File: config.mk
export PLATFORM = sky130hd
export DESIGN_NAME = hazard_detection_unit
export DESIGN_NICKNAME = d
export VERILOG_FILES = /design/src/rtl/mips_pkg.sv /design/src/rtl/reg_match.sv /design/src/rtl/hazard_detection_unit.sv
export SDC_FILE = /design/constraint.sdc
export NUM_CORES = 1
export LEC_CHECK = 0
export BUFFER_PORTS_ARGS = -buffer_cell sky130_fd_sc_hd__buf_2
export CAP_MARGIN = 10
export CORE_MARGIN = 2
export CORE_UTILIZATION = 42
export DETAILED_ROUTE_END_ITERATION = 8
export GPL_TIMING_DRIVEN = 0
export PLACE_DENSITY = 0.71
export SYNTH_ARGS = -nofsm -noshare
export SYNTH_HDL_FRONTEND = slang
export SYNTH_HIERARCHICAL = 1
export SYNTH_SLANG_ARGS = --single-unit
File: constraint.sdc
create_clock -name i_clk -period 2.3 [get_ports i_clk]
set_input_delay 0.23 -clock i_clk [delete_from_list [all_inputs] [get_ports i_clk]]
set_output_delay 0.23 -clock i_clk [all_outputs]
set_load 0.02 [all_outputs]
File: src/rtl/mips_pkg.sv
// Shared definitions for the ID-stage pipeline control blocks.
//   TAM_DIREC_REG : register address width
//   TAM_CONT      : default stall counter width
//   state_t       : debug control state encoding (RUN / HALT / STEP)
package mips_pkg;

   localparam int TAM_DIREC_REG = 5;
   localparam int TAM_CONT      = 16;

   typedef enum logic [1:0] {
      RUN  = 2'd0,
      HALT = 2'd1,
      STEP = 2'd2
   } state_t;

endpackage

File: src/rtl/reg_match.sv
// Destination-vs-source register comparator.
//   rd      : destination register of an older, in-flight instruction
//   rs, rt  : source registers of the instruction in ID
//   uses_rt : rt is a real source and must take part in the compare
//   hit     : rd is non-zero and equals rs, or equals rt when uses_rt is set
module reg_match #(
   parameter int W = 5
) (
   input  logic [W-1:0] rd,
   input  logic [W-1:0] rs,
   input  logic [W-1:0] rt,
   input  logic         uses_rt,
   output logic         hit
);

   // r0 is hardwired to zero, so writes to it never create a dependency
   assign hit = (rd != '0) && ((rd == rs) || (uses_rt && (rd == rt)));

endmodule

File: src/rtl/hazard_detection_unit.sv
// ID-stage hazard controller with debug halt/step and a stall-cycle counter.
//   Inputs : ID source regs (rs/rt/uses_rt/branch), ID/EX and EX/MEM destination
//            and load flags, branch_taken, debug halt/step, counter clear.
//   Outputs: PC and IF/ID hold, ID/EX bubble, IF/ID flush, debug freeze,
//            step_done pulse, halted status, saturating stall counter.
//
//   state | meaning
//   ------+----------------------------------------------------------
//   RUN   | normal operation, hazard controls active
//   HALT  | debug halt, every pipeline register frozen
//   STEP  | one cycle of execution released from HALT
module hazard_detection_unit
   import mips_pkg::state_t;
   import mips_pkg::RUN;
   import mips_pkg::HALT;
   import mips_pkg::STEP;
#(
   parameter int TAM_DIREC_REG = mips_pkg::TAM_DIREC_REG,
   parameter int TAM_CONT      = mips_pkg::TAM_CONT
) (
   input  logic                     i_clk,
   input  logic                     i_rst,
   input  logic [TAM_DIREC_REG-1:0] i_rs_if_id,
   input  logic [TAM_DIREC_REG-1:0] i_rt_if_id,
   input  logic                     i_uses_rt,
   input  logic                     i_branch_id,
   input  logic [TAM_DIREC_REG-1:0] i_rd_id_ex,
   input  logic                     i_mem_read_id_ex,
   input  logic [TAM_DIREC_REG-1:0] i_rd_ex_mem,
   input  logic                     i_mem_read_ex_mem,
   input  logic                     i_branch_taken,
   input  logic                     i_halt,
   input  logic                     i_step,
   input  logic                     i_clr_count,
   output logic                     o_stall_pc,
   output logic                     o_stall_if_id,
   output logic                     o_flush_id_ex,
   output logic                     o_flush_if_id,
   output logic                     o_freeze,
   output logic                     o_step_done,
   output logic                     o_halted,
   output logic [TAM_CONT-1:0]      o_stall_count
);

   state_t              state_q, state_d;
   logic [TAM_CONT-1:0] count_q;
   logic                step_done_q;

   logic hit_lu, hit_idex_any, hit_exmem_any;
   logic lu, lb1, lb2, hz, active;

   reg_match #(.W(TAM_DIREC_REG)) u_match_lu (
      .rd(i_rd_id_ex), .rs(i_rs_if_id), .rt(i_rt_if_id),
      .uses_rt(i_uses_rt), .hit(hit_lu)
   );

   // Branches compare in ID, so both operands are always live sources
   reg_match #(.W(TAM_DIREC_REG)) u_match_idex (
      .rd(i_rd_id_ex), .rs(i_rs_if_id), .rt(i_rt_if_id),
      .uses_rt(1'b1), .hit(hit_idex_any)
   );

   reg_match #(.W(TAM_DIREC_REG)) u_match_exmem (
      .rd(i_rd_ex_mem), .rs(i_rs_if_id), .rt(i_rt_if_id),
      .uses_rt(1'b1), .hit(hit_exmem_any)
   );

   // A load feeding a branch stalls twice: once in ID/EX (lb2), then again in
   // EX/MEM (lb1) as the bubble pushes it forward, with no dedicated counter.
   assign lu  = i_mem_read_id_ex && hit_lu;
   assign lb2 = i_branch_id && i_mem_read_id_ex && hit_idex_any;
   assign lb1 = i_branch_id && i_mem_read_ex_mem && hit_exmem_any;
   assign hz  = lu || lb1 || lb2;

   always_comb begin
      state_d = state_q;
      case (state_q)
         RUN:     if (i_halt) state_d = HALT;
         HALT:    if (!i_halt) state_d = RUN;
                  else if (i_step) state_d = STEP;
         STEP:    state_d = i_halt ? HALT : RUN;
         default: state_d = RUN;
      endcase
   end

   always_ff @(posedge i_clk or posedge i_rst) begin
      if (i_rst) begin
         state_q     <= RUN;
         step_done_q <= 1'b0;
         count_q     <= '0;
      end else begin
         state_q     <= state_d;
         step_done_q <= (state_q == STEP);
         if (i_clr_count)
            count_q <= '0;
         else if (hz && (state_q != HALT) && (count_q != '1))
            count_q <= count_q + TAM_CONT'(1);
      end
   end

   assign active        = !i_rst && (state_q != HALT);
   assign o_stall_pc    = active && hz;
   assign o_stall_if_id = active && hz;
   assign o_flush_id_ex = active && hz;
   // A stalled branch has not resolved yet, so its taken flag must not flush
   assign o_flush_if_id = active && i_branch_taken && !hz;
   assign o_freeze      = !i_rst && (state_q == HALT);
   assign o_halted      = !i_rst && (state_q == HALT);
   assign o_step_done   = step_done_q;
   assign o_stall_count = count_q;

endmodule
After elaboration in Yosys (flattened, before gate mapping). Cells that the tools add are included.

Mux-type cells: 7. Eq/ne operators: 10. Reductions and logical operators: 28. $add $sub $neg: 1.

Operator list (number): $mux W16 (2); $eq A5 B5 Y1 (4); $add A16 B1 Y16 const B (1); $logic_and A1 B1 Y1 (16); $ne A16 B16 Y1 const B (1); $reduce_bool A5 Y1 (2); $mux W2 (3); $pmux W2 S3 (1); $logic_or A1 B1 Y1 (5); $ne A3 B3 Y1 const B (1); $eq A2 B1 Y1 const B (1); $eq A2 B2 Y1 const B (1); $logic_not A1 Y1 (2); $logic_not A2 Y1 (1); $ne A2 B1 Y1 const B (1); $ne A2 B2 Y1 const B (1); $reduce_and A2 Y1 (1); $reduce_bool A2 Y1 (1); $mux W1 (1).

Output and inout port bits: 23. Input bits: 30. Register bits after elaboration: 19. Logic and storage cells: 49.

Depth between registers and ports, before layout.
Depth after elaboration: 11. Mapped depth: 10. Mapped depth without buffers: 9.

Cells and area by module. Netlist, hierarchy kept.

Modules (own cells, without submodules): hazard_detection_unit (cells each 115, sequential area each 475.5 um^2, area each 1086.0 um^2, times used 1); reg_match (cells each 17, sequential area each 0.0 um^2, area each 131.4 um^2, times used 3).

Worst setup path after synthesis. Ideal clock, no wire load.

Path type: input to output. Start point: in i_rd_id_ex[3]. End point: out o_stall_if_id. Path slack: 0.152 ns. Arrival time: 1.918 ns. Stages on the path: 8. Path through: xor2_1 nor4_2 nand3_1 a21oi_1 a21o_1 a21boi_0 nor3_1 buf_4.

RTL lines: start: declaration (line hazard_detection_unit.sv:27) `input logic [TAM_DIREC_REG-1:0] i_rd_id_ex,`; $eq A5 B5 Y1 (line reg_match.sv:17) `assign hit = (rd != '0) && ((rd == rs) || (uses_rt && (rd == rt)));`; $logic_or A1 B1 Y1 (line reg_match.sv:17); $logic_and A1 B1 Y1 (*) (line reg_match.sv:17); named net hit_idex_any (line hazard_detection_unit.sv:49) `logic hit_lu, hit_idex_any, hit_exmem_any;`; $logic_and A1 B1 Y1 (*) (line hazard_detection_unit.sv:71) `assign lb2 = i_branch_id && i_mem_read_id_ex && hit_idex_any;`; $logic_or A1 B1 Y1 (*) (line hazard_detection_unit.sv:73) `assign hz = lu || lb1 || lb2;`; $logic_and A1 B1 Y1 (*); end: declaration (line hazard_detection_unit.sv:36) `output logic o_stall_if_id,`.

The timed path passes the listed nets; every way through them passes the cells marked *.

Worst setup path after layout.
Start point: in i_rd_ex_mem[3]. End point: reg count_q[3] (netlist: o_stall_count[3]).

Word-level cells in the longest chain between the ends: 9.

RTL lines: start: declaration (line hazard_detection_unit.sv:29) `input logic [TAM_DIREC_REG-1:0] i_rd_ex_mem,`; $eq A5 B5 Y1 (line reg_match.sv:17); $logic_or A1 B1 Y1 (line reg_match.sv:17); $logic_and A1 B1 Y1 (*) (line reg_match.sv:17); named net hit_exmem_any (line hazard_detection_unit.sv:49); $logic_and A1 B1 Y1 (*) (line hazard_detection_unit.sv:72) `assign lb1 = i_branch_id && i_mem_read_ex_mem && hit_exmem_any;`; $logic_or A1 B1 Y1 (*) (2 in series) (line hazard_detection_unit.sv:73); $logic_and A1 B1 Y1 (*) (2 in series) (line hazard_detection_unit.sv:96) `else if (hz && (state_q != HALT) && (count_q != '1))`; $reduce_bool A2 Y1 (no source line) (*); end signal: assignment (line hazard_detection_unit.sv:97) `count_q <= count_q + TAM_CONT'(1);`; end: declaration (line hazard_detection_unit.sv:46) `logic [TAM_CONT-1:0] count_q;`.

Marks and branches as above. A chain may end at the register's enable or synchronous reset.

==> results.md <==
- Syn Std Cell Area: 1480 sq um
- Leakage: 0.830 nW
- Async set-or-reset flop fraction in the synthesized netlist: 100%
- # IOs: 53
- GPL Wtd Cong: 0.815
- Clk pwr share: 26.4%
- Chip width: 63.4 um
- Final worst path period need: 2.18 ns
- Top-area cell type share of the netlist area: 32.1%
- Slew @ Worst Pin: 0.718 ns
- Setup crit end kind: flop
- RSZ-0062 raised after global routing: no
- Internal cell power: 0.467 mW
- Post-DP Area: 1800 sq um
- Ratio of cells with drive above 1 in the final layout: 32.9%
- Antenna diodes: 0
- Final-report hold violation count: 0
- Worst EP required: 2.54 ns
- Nets: 254
- Met2 usage: 30.1%
- Fin. max-slew vios: 0
- Synth warnings: 6
- Design Area, Final: 1840 sq um
- Rel. slew slack: 52.1%
- Core area: 3360 sq um
- Htree depth: 1
- Met1 Usage GRT: 25.6%
- Routed WL per cell: 13.1 um
- Die ar.: 4020 sq um
- Combinational cell fraction of total power: 22.5%
- Avg Inst Size Synth: 8.92 sq um
- Std-Cell Rows: 21
- Clock-pin slew on the worst setup and hold paths: 0.12 ns
- Synth unique cells: 37
- Outcome: complete, no violations
- PwrDens: 362 nW/um^2
- GR Overflow Total: 0
- All-Layer GR Usage: 18.6%
- First-pass GRT wire length: 6.14 mm
- Synth area leader: dfrtp_1
- Initial drt markers: 39
- Met3 usage: 4.11%
- Die H: 63.4 um
- Post-DP HPWL: 2.74 mm
- CTS resizes: 0
- Synth Register Bits: 19
- Largest net degree at the start of global routing: 21
- Drt pass-1 iters: 4
- Period utilization: 94.6%
- TritonCTS clock tree: built
- Num CTS Buffers: 3
- Syn Inst Count: 166
- Register area share after synthesis: 32.1%
- Setup Skew: 0.00876 ns
- Worst vdd ir: 0.302 mV
- Via count: 1416
- Initial Utilization: 44.0%
- Psw: 0.199 mW
- Sw frac: 29.9%
- Post-Route WL: 3.50 mm
- Syn-to-layout area delta: 24.2%
- FILL cells: 371
- Critical path peak fanout: 10
- Final Non-Filler Cells: 268
- Post-synth EDFFs: 0
- DRC Markers: 0
- Reg power frac: 51.1%
- Postcts setup bufs: 0
- Hold Worst Slack: 0.0447 ns
- Design Power: 0.666 mW
- Max Clk Rate: 0.460 GHz
- Vias in the first global route: 1349
- Placed Cells: 264
- Top cells by area, synth: dfrtp_1, xor2_1, xnor2_1
- Initial antenna violation count: 0
- Max Root-Sink Buffers: 2
- Number of antenna-violating nets in the routed design: 0
- GR peak layer: met2
- Clk_lat worst skew: 0.31 ns
- CTS Hold Bufs: 0
- Startpoint types: primary input
- Finished Core Util: 54.7%
- Maxcap violations: 0
- CTS root buf: clkbuf_4
- Worst EP arrival: 2.42 ns
- CP Class: in2reg
- Finish-stage setup viols: 0
- Clock Sinks: 19
- Number of vias per cell: 5.28
- Top FF cell, synth: dfrtp_1
- Hold Crit Class: in2async
- Number of port buffers: 51
## power by group through the flow
stage,clock network [mW],logic (mW),registers [mW]
after floorplan,0,0.0850,0.348
after detailed placement,0,0.149,0.347
final,0.176,0.150,0.340
after CTS,0.179,0.150,0.340
after global placement,0,0.146,0.347
after global routing,0.199,0.166,0.341
## metrics by stage
step,setup TNS [ns],worst slack [ns]
2_1_floorplan,0,0.152
3_3_place_gp,-1.12,-0.176
3_5_place_dp,-1.33,-0.220
4_1_cts,0,0.0951
5_1_grt,0,0.000635
6_report,0,0.124
## cells in the final DEF (no fill, tap or decap), types with 2 or more instances in the layout
master	netlist	layout
a21oi_1	8	8
clkbuf_4	0	3
conb_1	1	2
nand2_1	7	7
nand3_1	12	12
or3_1	2	2
or4_1	6	6
xor2_1	22	22
xnor2_1	15	15
buf_4	5	5
buf_2	0	51
nand4_1	5	5
mux2_2	2	2
nor2b_1	5	5
o31ai_1	4	4
inv_1	2	2
nor2_1	15	15
a2111oi_0	3	3
nor3_1	5	4
a211oi_1	3	3
nor4_2	3	4
dfrtp_1	19	19
o21ai_0	4	4
## final cells by class
type,instances,area (sq um),area share [%]
inverter,2,7.51,0.408
clock inverter,1,5.00,0.272
clock buffer,3,22.5,1.23
tap,46,57.6,3.13
multi-input combinational,140,968,52.7
timing repair buffer,51,255,13.9
buffer,6,46.3,2.52
sequential,19,475,25.9
## state kept, by name, indices dropped and copies added (netlist names)
| register | cells |
|---|---|
| o_stall_count | 16 |
| o_step_done | 1 |
| state_q | 2 |
## kinds of logic (layout without fill, tap and decap cells)
kind of cell | Yosys count | in the layout | synth area share [%]
AND/OR/NAND/NOR | 72 | 72 | 28.1
flip-flops | 19 | 19 | 32.1
AO/OA/AOI/OAI | 25 | 25 | 11.0
XOR/XNOR | 37 | 37 | 21.9
adder cells (fa/ha/maj) | 1 | 1 | 0.845
buffers and inverters | 8 | 63 | 3.64
multiplexers | 3 | 3 | 2.20
other | 1 | 2 | 0.253
## cells in the mapped netlist, types with 5 or more instances
library cell	count
nand3_1	12
nand4_1	5
nor3_1	5
a21oi_1	8
nor2b_1	5
xor2_1	22
or4_1	6
nor2_1	15
dfrtp_1	19
buf_4	5
nand2_1	7
xnor2_1	15
## metal layers
metal	part of all wire (%)	routed length [um]
met5	0	0
met4	0.31	11
met3	4.1	144
met2	48	1680
met1	47	1660
## worst paths after layout
kind                                                   start                             to  slack, ns  depth (start not counted)
worst max-delay path                          i_rd_ex_mem[3]   o_stall_count[3]$_DFFE_PP0P_       0.12                         11
worst min register to register        state_q[0]$_DFFE_PP0P_          o_step_done$_DFF_PP0_       0.49                          1
worst min-delay path                                   i_rst         state_q[0]$_DFFE_PP0P_       0.04                          2
min in group i_clk                                    i_halt         state_q[0]$_DFFE_PP0P_       0.13                          2
worst max register to register  o_stall_count[0]$_DFFE_PP0P_   o_stall_count[1]$_DFFE_PP0P_       0.31                          7
max in group asynchronous                              i_rst  o_stall_count[12]$_DFFE_PP0P_       1.80                          2
## critical path, stage by stage
cell and delay (ns):
buf_2 0.13, xor2_1 0.16, nor4_2 0.28, nand3_1 0.12, a21oi_1 0.15, nand3_1 0.12, nand2b_2 0.25, a21o_2 0.28
buf_4 0.19, or3_1 0.35, a21oi_1 0.15
No activity file was read; power rests on OpenSTA's default activity.
